===== src/rtl/rob_param_pkg.sv =====
// Shared types and sizing for the parametrised reorder buffer.
package rob_param_pkg;

    localparam int unsigned ROB_SIZE = 8;
    localparam int unsigned TAG_W    = $clog2(ROB_SIZE);
    localparam int unsigned CNT_W    = TAG_W + 1;
    localparam int unsigned XLEN     = 32;
    localparam int unsigned REG_W    = 5;

    typedef logic [TAG_W-1:0] rob_tag_t;
    typedef logic [XLEN-1:0]  xlen_t;

    // Common data bus broadcast from a completing functional unit.
    typedef struct packed {
        logic     valid;
        rob_tag_t rob_tag;
        xlen_t    value;
    } cdb_data_t;

    // One reorder-buffer slot.
    typedef struct packed {
        logic             valid;
        logic             wr_mem;
        logic [REG_W-1:0] dest_reg;
        xlen_t            value;
        xlen_t            dest_addr;
        rob_tag_t         store_dep;
        logic             value_ready;
        logic             address_ready;
    } rob_entry_t;

    localparam rob_entry_t EMPTY_ROB_ENTRY = '0;

    // Distance of a tag from the head; pointers wrap naturally in TAG_W bits.
    function automatic rob_tag_t rob_age(input rob_tag_t tag, input rob_tag_t head);
        return tag - head;
    endfunction

endpackage


===== src/rtl/rob_param_if.sv =====
// Dispatch / CDB / load-check / commit / flush bundle around the ROB.
interface rob_param_if;
    import rob_param_pkg::*;

    logic             alloc_valid;
    logic             alloc_ready;
    logic             alloc_wr_mem;
    logic [REG_W-1:0] alloc_dest_reg;
    xlen_t            alloc_value;
    logic             alloc_value_valid;
    rob_tag_t         alloc_store_dep;
    rob_tag_t         alloc_tag;
    cdb_data_t        cdb_data;
    rob_tag_t         read_tag;
    xlen_t            read_value;
    logic             read_ready;
    rob_tag_t         load_tag;
    xlen_t            load_address;
    logic             load_block;
    logic             load_fwd_valid;
    xlen_t            load_fwd_value;
    logic             head_valid;
    rob_entry_t       head_entry;
    logic             commit_ready;
    logic             flush_valid;
    rob_tag_t         flush_tag;
    logic [CNT_W-1:0] count;
    logic             empty;
    logic             full;

    modport master (
        output alloc_valid, alloc_wr_mem, alloc_dest_reg, alloc_value, alloc_value_valid,
               alloc_store_dep, cdb_data, read_tag, load_tag, load_address, commit_ready,
               flush_valid, flush_tag,
        input  alloc_ready, alloc_tag, read_value, read_ready, load_block, load_fwd_valid,
               load_fwd_value, head_valid, head_entry, count, empty, full
    );

    modport slave (
        input  alloc_valid, alloc_wr_mem, alloc_dest_reg, alloc_value, alloc_value_valid,
               alloc_store_dep, cdb_data, read_tag, load_tag, load_address, commit_ready,
               flush_valid, flush_tag,
        output alloc_ready, alloc_tag, read_value, read_ready, load_block, load_fwd_valid,
               load_fwd_value, head_valid, head_entry, count, empty, full
    );

endinterface


===== src/rtl/rob_param_store_scan.sv =====
// Age-ordered store->load disambiguation: block on unknown older store addresses,
// otherwise forward from the youngest older store to the same address.
module rob_store_scan
    import rob_param_pkg::*;
(
    input  logic [ROB_SIZE-1:0] entry_valid,
    input  logic [ROB_SIZE-1:0] store_valid,
    input  logic [ROB_SIZE-1:0] addr_ready,
    input  logic [ROB_SIZE-1:0] data_ready,
    input  xlen_t               store_addr [ROB_SIZE],
    input  xlen_t               store_data [ROB_SIZE],
    input  rob_tag_t            head,
    input  rob_tag_t            load_tag,
    input  xlen_t               load_address,
    output logic                load_block,
    output logic                load_fwd_valid,
    output xlen_t               load_fwd_value
);

    rob_tag_t load_age;
    rob_tag_t idx;
    rob_tag_t hit_idx;
    logic     any_unknown;
    logic     hit;

    // Walk oldest to youngest so the last match seen is the youngest older store.
    always_comb begin
        load_block     = 1'b0;
        load_fwd_valid = 1'b0;
        load_fwd_value = '0;
        load_age       = rob_age(load_tag, head);
        idx            = '0;
        hit_idx        = '0;
        any_unknown    = 1'b0;
        hit            = 1'b0;
        for (int unsigned a = 0; a < ROB_SIZE; a++) begin
            idx = head + rob_tag_t'(a);
            if (rob_tag_t'(a) < load_age && store_valid[idx]) begin
                if (!addr_ready[idx]) begin
                    any_unknown = 1'b1;
                end else if (store_addr[idx] == load_address) begin
                    hit     = 1'b1;
                    hit_idx = idx;
                end
            end
        end
        if (entry_valid[load_tag]) begin
            if (any_unknown) begin
                load_block = 1'b1;
            end else if (hit) begin
                if (data_ready[hit_idx]) begin
                    load_fwd_valid = 1'b1;
                    load_fwd_value = store_data[hit_idx];
                end else begin
                    load_block = 1'b1;
                end
            end
        end
    end

endmodule


===== src/rtl/rob_param.sv =====
// Parametrised reorder buffer: in-order alloc/commit, out-of-order CDB completion,
// mispredict tail rollback and store->load forwarding.
module rob_param
    import rob_param_pkg::*;
(
    input logic        clock,
    input logic        reset,
    rob_param_if.slave bus
);

    rob_entry_t       rob_q [ROB_SIZE];
    rob_entry_t       rob_n [ROB_SIZE];
    rob_entry_t       new_entry;
    rob_tag_t         head_q, head_n, tail_q, tail_n, flush_age, cdb_tag;
    logic [CNT_W-1:0] count_q, count_n;
    logic             alloc_ready_int, alloc_fire, commit_fire, head_ok;
    logic             flush_hit, cdb_hit, dep_capture;

    logic [ROB_SIZE-1:0] ent_valid, st_valid, st_addr_ready, st_data_ready;
    xlen_t               st_addr [ROB_SIZE];
    xlen_t               st_data [ROB_SIZE];
    logic                scan_block, scan_fwd_valid;
    xlen_t               scan_fwd_value;

    // Handshake qualifiers; alloc never looks at same-cycle commit.
    always_comb begin
        cdb_tag         = bus.cdb_data.rob_tag;
        head_ok         = rob_q[head_q].valid && rob_q[head_q].value_ready
                          && rob_q[head_q].address_ready;
        alloc_ready_int = (count_q != CNT_W'(ROB_SIZE)) && !bus.flush_valid;
        alloc_fire      = bus.alloc_valid && alloc_ready_int;
        commit_fire     = head_ok && bus.commit_ready;
        flush_hit       = bus.flush_valid && rob_q[bus.flush_tag].valid;
        flush_age       = rob_age(bus.flush_tag, head_q);
        cdb_hit         = bus.cdb_data.valid && rob_q[cdb_tag].valid;
        dep_capture     = bus.alloc_wr_mem && !bus.alloc_value_valid && cdb_hit
                          && !rob_q[cdb_tag].wr_mem && (cdb_tag == bus.alloc_store_dep);
    end

    // Entry written at the tail on alloc.
    always_comb begin
        new_entry               = EMPTY_ROB_ENTRY;
        new_entry.valid         = 1'b1;
        new_entry.wr_mem        = bus.alloc_wr_mem;
        new_entry.dest_reg      = bus.alloc_dest_reg;
        new_entry.store_dep     = bus.alloc_store_dep;
        new_entry.address_ready = !bus.alloc_wr_mem;
        new_entry.value_ready   = bus.alloc_value_valid || dep_capture;
        if (dep_capture) begin
            new_entry.value = bus.cdb_data.value;
        end else if (bus.alloc_value_valid) begin
            new_entry.value = bus.alloc_value;
        end
    end

    // Next entry array: CDB, then alloc, commit clear, flush squash.
    always_comb begin
        rob_n = rob_q;
        if (cdb_hit) begin
            if (rob_q[cdb_tag].wr_mem) begin
                rob_n[cdb_tag].dest_addr     = bus.cdb_data.value;
                rob_n[cdb_tag].address_ready = 1'b1;
            end else begin
                rob_n[cdb_tag].value       = bus.cdb_data.value;
                rob_n[cdb_tag].value_ready = 1'b1;
                for (int unsigned i = 0; i < ROB_SIZE; i++) begin
                    if (rob_q[i].valid && rob_q[i].wr_mem && !rob_q[i].value_ready
                        && rob_q[i].store_dep == cdb_tag) begin
                        rob_n[i].value       = bus.cdb_data.value;
                        rob_n[i].value_ready = 1'b1;
                    end
                end
            end
        end
        if (alloc_fire) begin
            rob_n[tail_q] = new_entry;
        end
        if (commit_fire) begin
            rob_n[head_q] = EMPTY_ROB_ENTRY;
        end
        if (flush_hit) begin
            for (int unsigned i = 0; i < ROB_SIZE; i++) begin
                if (rob_age(rob_tag_t'(i), head_q) > flush_age) begin
                    rob_n[i] = EMPTY_ROB_ENTRY;
                end
            end
        end
    end

    // Pointer and occupancy update; flush rolls the tail back behind the branch.
    always_comb begin
        head_n = head_q + rob_tag_t'(commit_fire);
        if (flush_hit) begin
            tail_n  = bus.flush_tag + rob_tag_t'(1);
            count_n = CNT_W'(flush_age) + CNT_W'(1) - CNT_W'(commit_fire);
        end else begin
            tail_n  = tail_q + rob_tag_t'(alloc_fire);
            count_n = count_q + CNT_W'(alloc_fire) - CNT_W'(commit_fire);
        end
    end

    // State registers.
    always_ff @(posedge clock or posedge reset) begin
        if (reset) begin
            head_q  <= '0;
            tail_q  <= '0;
            count_q <= '0;
            for (int unsigned i = 0; i < ROB_SIZE; i++) begin
                rob_q[i] <= EMPTY_ROB_ENTRY;
            end
        end else begin
            head_q  <= head_n;
            tail_q  <= tail_n;
            count_q <= count_n;
            for (int unsigned i = 0; i < ROB_SIZE; i++) begin
                rob_q[i] <= rob_n[i];
            end
        end
    end

    // Flatten store fields for the disambiguation scan.
    always_comb begin
        for (int unsigned i = 0; i < ROB_SIZE; i++) begin
            ent_valid[i]     = rob_q[i].valid;
            st_valid[i]      = rob_q[i].valid && rob_q[i].wr_mem;
            st_addr_ready[i] = rob_q[i].address_ready;
            st_data_ready[i] = rob_q[i].value_ready;
            st_addr[i]       = rob_q[i].dest_addr;
            st_data[i]       = rob_q[i].value;
        end
    end

    rob_store_scan u_scan (
        .entry_valid    (ent_valid),
        .store_valid    (st_valid),
        .addr_ready     (st_addr_ready),
        .data_ready     (st_data_ready),
        .store_addr     (st_addr),
        .store_data     (st_data),
        .head           (head_q),
        .load_tag       (bus.load_tag),
        .load_address   (bus.load_address),
        .load_block     (scan_block),
        .load_fwd_valid (scan_fwd_valid),
        .load_fwd_value (scan_fwd_value)
    );

    assign bus.alloc_ready    = alloc_ready_int;
    assign bus.alloc_tag      = tail_q;
    assign bus.read_value     = rob_q[bus.read_tag].value;
    assign bus.read_ready     = rob_q[bus.read_tag].valid && rob_q[bus.read_tag].value_ready;
    assign bus.load_block     = scan_block;
    assign bus.load_fwd_valid = scan_fwd_valid;
    assign bus.load_fwd_value = scan_fwd_value;
    assign bus.head_valid     = head_ok;
    assign bus.head_entry     = rob_q[head_q];
    assign bus.count          = count_q;
    assign bus.empty          = (count_q == '0);
    assign bus.full           = (count_q == CNT_W'(ROB_SIZE));

endmodule


===== src/flat_wrapper.sv =====
// flat-port wrapper written by rule: the top's interface ports become plain ports
module rob_param_flat import rob_param_pkg::*;
  (clock, reset, bus_alloc_valid, bus_alloc_wr_mem, bus_alloc_dest_reg, bus_alloc_value, bus_alloc_value_valid, bus_alloc_store_dep, bus_cdb_data, bus_read_tag, bus_load_tag, bus_load_address, bus_commit_ready, bus_flush_valid, bus_flush_tag, bus_alloc_ready, bus_alloc_tag, bus_read_value, bus_read_ready, bus_load_block, bus_load_fwd_valid, bus_load_fwd_value, bus_head_valid, bus_head_entry, bus_count, bus_empty, bus_full);
  rob_param_if bus_i ();
  input logic clock;
  input logic reset;
  input wire logic [$bits(bus_i.alloc_valid)-1:0] bus_alloc_valid;
  input wire logic [$bits(bus_i.alloc_wr_mem)-1:0] bus_alloc_wr_mem;
  input wire logic [$bits(bus_i.alloc_dest_reg)-1:0] bus_alloc_dest_reg;
  input wire logic [$bits(bus_i.alloc_value)-1:0] bus_alloc_value;
  input wire logic [$bits(bus_i.alloc_value_valid)-1:0] bus_alloc_value_valid;
  input wire logic [$bits(bus_i.alloc_store_dep)-1:0] bus_alloc_store_dep;
  input wire logic [$bits(bus_i.cdb_data)-1:0] bus_cdb_data;
  input wire logic [$bits(bus_i.read_tag)-1:0] bus_read_tag;
  input wire logic [$bits(bus_i.load_tag)-1:0] bus_load_tag;
  input wire logic [$bits(bus_i.load_address)-1:0] bus_load_address;
  input wire logic [$bits(bus_i.commit_ready)-1:0] bus_commit_ready;
  input wire logic [$bits(bus_i.flush_valid)-1:0] bus_flush_valid;
  input wire logic [$bits(bus_i.flush_tag)-1:0] bus_flush_tag;
  output wire logic [$bits(bus_i.alloc_ready)-1:0] bus_alloc_ready;
  output wire logic [$bits(bus_i.alloc_tag)-1:0] bus_alloc_tag;
  output wire logic [$bits(bus_i.read_value)-1:0] bus_read_value;
  output wire logic [$bits(bus_i.read_ready)-1:0] bus_read_ready;
  output wire logic [$bits(bus_i.load_block)-1:0] bus_load_block;
  output wire logic [$bits(bus_i.load_fwd_valid)-1:0] bus_load_fwd_valid;
  output wire logic [$bits(bus_i.load_fwd_value)-1:0] bus_load_fwd_value;
  output wire logic [$bits(bus_i.head_valid)-1:0] bus_head_valid;
  output wire logic [$bits(bus_i.head_entry)-1:0] bus_head_entry;
  output wire logic [$bits(bus_i.count)-1:0] bus_count;
  output wire logic [$bits(bus_i.empty)-1:0] bus_empty;
  output wire logic [$bits(bus_i.full)-1:0] bus_full;
  assign bus_i.alloc_valid = bus_alloc_valid;
  assign bus_i.alloc_wr_mem = bus_alloc_wr_mem;
  assign bus_i.alloc_dest_reg = bus_alloc_dest_reg;
  assign bus_i.alloc_value = bus_alloc_value;
  assign bus_i.alloc_value_valid = bus_alloc_value_valid;
  assign bus_i.alloc_store_dep = bus_alloc_store_dep;
  assign bus_i.cdb_data = bus_cdb_data;
  assign bus_i.read_tag = bus_read_tag;
  assign bus_i.load_tag = bus_load_tag;
  assign bus_i.load_address = bus_load_address;
  assign bus_i.commit_ready = bus_commit_ready;
  assign bus_i.flush_valid = bus_flush_valid;
  assign bus_i.flush_tag = bus_flush_tag;
  assign bus_alloc_ready = bus_i.alloc_ready;
  assign bus_alloc_tag = bus_i.alloc_tag;
  assign bus_read_value = bus_i.read_value;
  assign bus_read_ready = bus_i.read_ready;
  assign bus_load_block = bus_i.load_block;
  assign bus_load_fwd_valid = bus_i.load_fwd_valid;
  assign bus_load_fwd_value = bus_i.load_fwd_value;
  assign bus_head_valid = bus_i.head_valid;
  assign bus_head_entry = bus_i.head_entry;
  assign bus_count = bus_i.count;
  assign bus_empty = bus_i.empty;
  assign bus_full = bus_i.full;
  rob_param u_core (.clock(clock), .reset(reset), .bus(bus_i));
endmodule

===== config.mk =====
export PLATFORM = sky130hd
export DESIGN_NAME = rob_param_flat
export DESIGN_NICKNAME = d
export VERILOG_FILES = /design/src/rtl/rob_param_pkg.sv /design/src/rtl/rob_param_if.sv /design/src/rtl/rob_param_store_scan.sv /design/src/rtl/rob_param.sv /design/src/flat_wrapper.sv
export SDC_FILE = /design/constraint.sdc
export NUM_CORES = 2
export LEC_CHECK = 0
export BUFFER_PORTS_ARGS = -buffer_cell sky130_fd_sc_hd__buf_2
export CORE_AREA = 4 4 352 354
export CTS_CLUSTER_DIAMETER = 60
export CTS_CLUSTER_SIZE = 28
export DETAILED_ROUTE_END_ITERATION = 12
export DIE_AREA = 0 0 356 358
export GPL_ROUTABILITY_DRIVEN = 0
export MAX_ROUTING_LAYER = met4
export PLACE_DENSITY_LB_ADDON = 0.1
export SETUP_SLACK_MARGIN = 0.2
export SYNTH_ARGS = -nofsm -noshare
export SYNTH_HDL_FRONTEND = slang
export SYNTH_SLANG_ARGS = --single-unit

===== constraint.sdc =====
create_clock -name clock -period 27.3 [get_ports clock]
set_clock_uncertainty 0.15 [all_clocks]
set_input_delay 0 -clock clock [delete_from_list [all_inputs] [get_ports clock]]
set_output_delay 0 -clock clock [all_outputs]
set_load 0.01 [all_outputs]

# --- Word level (Yosys, flattened, before mapping) ---
# Cells that the tools add are included.
op_classes:
  add_sub_neg: 24
  muxes: 201
  bitwise_logic: 15
  n_eq_ne: 19
  order_cmp: 42
  n_reduce_logical: 61
ops:
  columns: ["op", "n"]
  rows:
  - ["608-bit bitwise mux", 5]
  - ["608-bit 2-to-1 mux", 5]
  - ["76-bit demux with 3-bit select", 6]
  - ["76-bit 2-to-1 mux", 18]
  - ["32-bit 2-to-1 mux", 32]
  - ["76-bit binary-select mux with 3-bit select", 4]
  - ["32-bit binary-select mux with 3-bit select", 9]
  - ["608-bit bitwise AND", 1]
  - ["608-bit NOT", 1]
  - ["32-bit == test", 8]
  - ["1-bit 2-to-1 mux", 75]
  - ["3-bit 2-to-1 mux", 25]
  - ["69-bit 2-to-1 mux", 1]
  - ["1-bit binary-select mux with 3-bit select", 18]
  - ["4-bit >= comparator, second input constant", 13]
  - ["3-bit NOT with 4-bit output", 13]
  - ["1-bit logical AND", 47]
  - ["3-bit by 4-bit less-than comparator with 1-bit output, second input constant", 10]
  - ["37-bit 2-to-1 mux", 1]
  - ["3-bit == test", 9]
  - ["3-bit > comparator", 8]
  - ["3-bit adder, second input constant", 4]
  - ["1-bit zero test", 12]
  - ["3-bit less-than comparator, first input constant", 4]
  - ["19 further kinds", 33]
word_totals:
  input_bits: 124
  reg_bits: 618
  out_inout_bits: 154
  wordCells: 429

# --- Logic depth before layout (Yosys ltp) ---
depth:
  word_depth: 37
  depth_mapped: 27
  mapped_depth_nobuf: 17

# --- Cells and area by module ---
# Synthesis repeated with hierarchy kept, for this count alone.
hier_totals:
  hier_cells: 5909
  area_unflattened_um2: 56935.9
modules_own_cells:
  columns: ["mod", "n_inst", "seq_area_each_um2", "area_each_um2", "cells_per_inst"]
  rows:
  - ["rob_param", 1, 15464.8, 36518.8, 3831]
  - ["rob_store_scan", 1, 0.0, 20417.1, 2078]

# --- Least setup slack after synthesis ---
# OpenSTA, ideal clock, no wires.
synth_timing:
  path_type: "register -> output"
  start: "register u_core.head_q[0]"
  end: "output port bus_load_fwd_value[22]"
  required_time_ns: 27.150
  path_stages_with_launch: 24
  t_arrival_ns: 6.409
  path_slack_ns: 20.741
  n_path_buf: 8
  cell_sequence: "dfrtp_1 inv_2 buf_2 buf_2 buf_1 clkbuf_1 clkbuf_1 ha_1 buf_2 buf_4 mux4_2 xnor2_1 o22ai_1 nor4_1 or4b_1 or4_1 nor2_1 mux2i_1 o211ai_1 a22oi_1 mux2i_1 o211a_4 buf_4 nor2b_1"
synth_via:
  elab_chain_cells: 37
  word_cells_on_any_way: 170
  classes_between: "add/sub: 8; order compare: 8; eq/ne: 8; mux: 129; bitwise: 9; reduce/logical: 8"
synth_rtl:
  columns: ["element", "line_no", "text"]
  rows:
  - ["from (decl)", "rob_param.sv:14", "rob_tag_t head_q, head_n, tail_q, tail_n, flush_age, cdb_tag;"]
  - ["from (signal assigned)", "rob_param.sv:112", "head_q <= head_n;"]
  - ["parallel branches: the longest is 35 deep, another holds 3-bit by 1-bit adder with 3-bit output", null, null]
  - ["32-bit 2-to-1 mux *", "rob_param_store_scan.sv:48", "if (any_unknown) begin"]
  - ["32-bit 2-to-1 mux *", "rob_param_store_scan.sv:47", "if (entry_valid[load_tag]) begin"]
  - ["to (decl)", "flat_wrapper.sv:26", "output wire logic [$bits(bus_i.load_fwd_value)-1:0] bus_load_fwd_value;"]
# Mark *: on every way between the ends. The select of a mux whose other input is x is not followed.

# --- Final worst setup path ---
layout_timing:
  start: "register u_core.head_q[1]"
  end: "output port bus_load_fwd_value[3]"
# The elaborated chain is that of the path after synthesis.

==> metrics.md <==
| Metric | Value |
|---|---|
| Status | complete, but fails checks |
| Failing checks | DRC |
| # setup viols final | 0 |
| Post-synth EDFFs | 0 |
| P per Cell Area | 104 mW/mm² |
| Clock Latency Late Sink | 0.73 ns |
| Setup crit end kind | output pin |
| Worst-margin pin slew | 1.20 ns |
| Total gr overflow | 0 |
| Most frequent cell on the critical path | buf_4 |
| Area Overhead vs Synth | 11.1% |
| Routed Antenna Nets | 0 |
| Peak supply drop | 0.0000963 V |
| Top cells by count, synth | 918 x nand2_1, 797 x mux2i_1, 618 x dfrtp_1, 481 x mux4_2, 374 x nor2_1 |
| WS Path Type | reg -> out |
| Hold Path Depth | 4 |
| Overall Global Routing Usage | 37.9% |
| WL final | 239000 µm |
| Maxcap violations | 0 |
| Share of the synthesized area in the top cell type | 28.6% |
| Clk slew on worst S/H paths | roughly 0.06 ns |
| Syn nets | ~5600 |
| Clock buffer depth | 3 |
| CTS Buf Count | 78 |
| Most frequent cell after synthesis | nand2_1 |
| Final hold vios | 0 |
| Fin crit period | roughly 10 ns |
| CTS root buf | clkbuf_16 |
| Synthesized area per cell | 9.85 µm² |
| Lkg Pwr | roughly 24 nW |
| Max transition margin | 19.5% |
| Synth async-reset ratio | 100% |
| Post-place setup slack | ~18 ns |
| Slowest Stage Delay on Critical Path | 0.97 ns |
| Worst Path Max Fanout | a little under 60 |
| Hpwl dp | 158000 µm |
| Startpoint Class | flip-flop |
| Worst min-delay path class | in -> reg |
| Sink Count | 618 |
| Syn. warnings | 0 |
| Critical path data required time | 27.15 ns |
| Max-slew violations | 0 |
| Core area | 0.121 mm² |
| R2R cell count | 12 |
| Largest net degree at the start of global routing | 134 |
| Starting density of the core | 44.6% |
| Unrepaired setup endpoints after global routing | false |
| Via count | just under 50000 |
| Fin crit share | a little under two fifths |
| Mapped Area | 0.0540 mm² |
| CP top delay family | buffers and inverters |
| Slowest CP cell | dfrtp_4 |
| Worst reg2reg path endpoint | u_core.rob_q[562] |
| Post-synthesis sequential area ratio | 28.6% |
| Die area | 0.127 mm² |
| Layout Nets | 5633 |
| Setup tns final | 0 ns |
| First-pass GRT wire length | 345000 µm |
| Synth area leader | dfrtp_1 |
| R2R Setup Slk | around 20 ns |
| WP data arrival | 9.90 ns |
| Initial DRC Count | 6504 |
| Area contributors post-synth | dfrtp_1 29%, mux4_2 20%, mux2i_1 15%, nand2_1 6.4%, a211oi_1 3.7% |
| Layout cells sized above 1 | a little over a fifth |
| # Post-CTS Setup Buffers | 0 |
| Die W | 356 µm |
| Setup ws final | 17.25 ns |
| PortBufs | roughly 280 |
| Hold Path Origin | bus_alloc_dest_reg[2] |
| Die height | approximately 360 µm |
| Pre-Repair DR Iteration Count | 12 |
| Final core utilization | 49.5% |
| DRC | 1 |
| WL/cell | 33.3 µm |
| FP Rows | 128 |
| Ports | 278 |
| Flops & latches, synth | 618 |
| DR vias/cell | 6.76 |
| Fmax | 0.0995 GHz |
| Cell Chain, Critical Path | inv_1 > buf_4 > ha_4 > buf_4 > buf_4 > mux4_2 > xnor2_1 > nand4_1 > o22ai_1 > o2111ai_1 > nor4_1 > nand2b_1 > a2111o_1 > nand3_4 > buf_4 > mux2i_1 > mux2i_1 > mux2i_1 > nor2b_1 > buf_2 |
| Htree depth | 3 |
| Initial antenna violation count | 22 |
| CTS tree | yes |
| Vias in the first global route | 46500 |
| Top_reg_cell synth | dfrtp_1 |
| CP Buf/Inv Count | 6 |
| Cells after synthesis | 5483 |
| FF-to-FF Start | u_core.head_q[2] |
| Netlist cell types | slightly below 80 |
| Worst Hold End | u_core.rob_q[147] |
## through the flow
| step | hold WS [ns] | instance area (µm²) | std cells | power (mW) |
|---|---|---|---|---|
| after floorplan | -0.0930 | 54000 | 5483 | 3.88 |
| final | 0.0436 | 60000 | 7179 | 6.26 |
| after global placement | 0.0422 | 56100 | 6926 | 4.95 |
| after detailed placement | 0.0425 | 56100 | 6927 | 4.98 |
| after global routing | 0.0304 | 60000 | 7177 | 6.51 |
| after CTS | 0.00145 | 59900 | 7160 | 6.19 |
## area by class of cell
type	instances	area (µm²)
well taps	1625	2030
fillers	11300	61100
inverters	52	211
clock buffers	90	2120
diodes	19	47.5
flip-flops and latches	618	15500
repair buffers	474	3130
clock inverters	55	820
multi-input cells	4246	36100
## sequential cells by signal (all words and copies together), names as in the netlist
name / cells
u_core.bus.count: 4
u_core.head_q: 3
u_core.ent_valid: 8
u_core.bus.alloc_tag: 3
u_core.rob_q: 600
## logic make-up (layout without fill, tap and decap cells)
| family | Yosys count | in the layout | synth area share [%] |
|---|---|---|---|
| buffers and inverters | 619 | 671 | 5.11 |
| other | 0 | 19 | 0 |
| muxes | 1356 | 1356 | 36.5 |
| xor gates and xnor gates | 277 | 277 | 4.57 |
| adders and majority gates | 39 | 39 | 0.945 |
| DFF | 618 | 618 | 28.6 |
| and+or+nand+nor | 1683 | 1683 | 13.5 |
| AOI/OAI and AO/OA | 891 | 891 | 10.8 |
## what timing repair did
action | in CTS | in global routing
gates resized for setup | 0 | 0
endpoints found under the hold margin | 702 | 0
hold buffers | 88 | 0
## layer usage
layer  global-route usage [%]  vias up  routed length (µm)
met5                        -        -                   0
met4                     20.8        0               15600
met3                     8.47      715               24200
met2                     55.3     3162              106000
met1                     49.1    24400               93700
li1                         -    20200                   -
## tightest hold or removal path, stage by stage
cell and delay, ns:
dlygate4sd3_1 0.53, buf_2 0.20, nand2_1 0.08, a21oi_1 0.06
## power by group
group / leakage (nW) / total (mW) / internal (mW) / switching, mW
clock network: 1.41 / 1.18 / 0.670 / 0.509
logic: 14.3 / 3.53 / 1.44 / 2.09
registers: 8.22 / 1.55 / 1.18 / 0.373
total: 23.9 / 6.26 / 3.29 / 2.97
## placed cells by master, fill, tap and decap left out, types with 18 or more instances in the layout
| master | Yosys | final |
|---|---|---|
| nand2b_1 | 28 | 20 |
| ha_1 | 36 | 34 |
| dfrtp_1 | 618 | 615 |
| a211oi_1 | 266 | 266 |
| xor2_1 | 83 | 83 |
| o22ai_1 | 39 | 39 |
| mux2i_1 | 797 | 797 |
| a22o_1 | 35 | 35 |
| a221oi_1 | 20 | 20 |
| nand3_1 | 45 | 41 |
| a21oi_1 | 356 | 353 |
| mux2_2 | 76 | 76 |
| a22oi_1 | 23 | 23 |
| nor2_1 | 374 | 365 |
| nand4_1 | 36 | 36 |
| mux4_2 | 481 | 481 |
| inv_1 | 43 | 41 |
| and2_1 | 27 | 24 |
| and3_1 | 19 | 18 |
| buf_2 | 78 | 276 |
| xnor2_1 | 191 | 191 |
| o21ai_0 | 38 | 38 |
| dlygate4sd3_1 | 0 | 88 |
| nor3_1 | 73 | 70 |
| nor4_1 | 42 | 41 |
| nor2b_1 | 56 | 54 |
| diode_2 | 0 | 19 |
| buf_4 | 58 | 107 |
| nand2_1 | 918 | 908 |
| clkbuf_16 | 0 | 80 |
## worst max-delay path by stage
stage                     slack [ns]  depth (start not counted)                 endpoint             start
after floorplan                 9.84                          1  u_core.bus.alloc_tag[0]             reset
after global placement         18.49                         18    bus_load_fwd_value[3]  u_core.head_q[2]
after detailed placement       18.47                         20   bus_load_fwd_value[31]  u_core.head_q[1]
after CTS                      17.70                         20    bus_load_fwd_value[3]  u_core.head_q[1]
after global routing           16.69                         20   bus_load_fwd_value[31]  u_core.head_q[1]
final                          17.25                         20    bus_load_fwd_value[3]  u_core.head_q[1]
No activity file was read; power rests on OpenSTA's default activity.
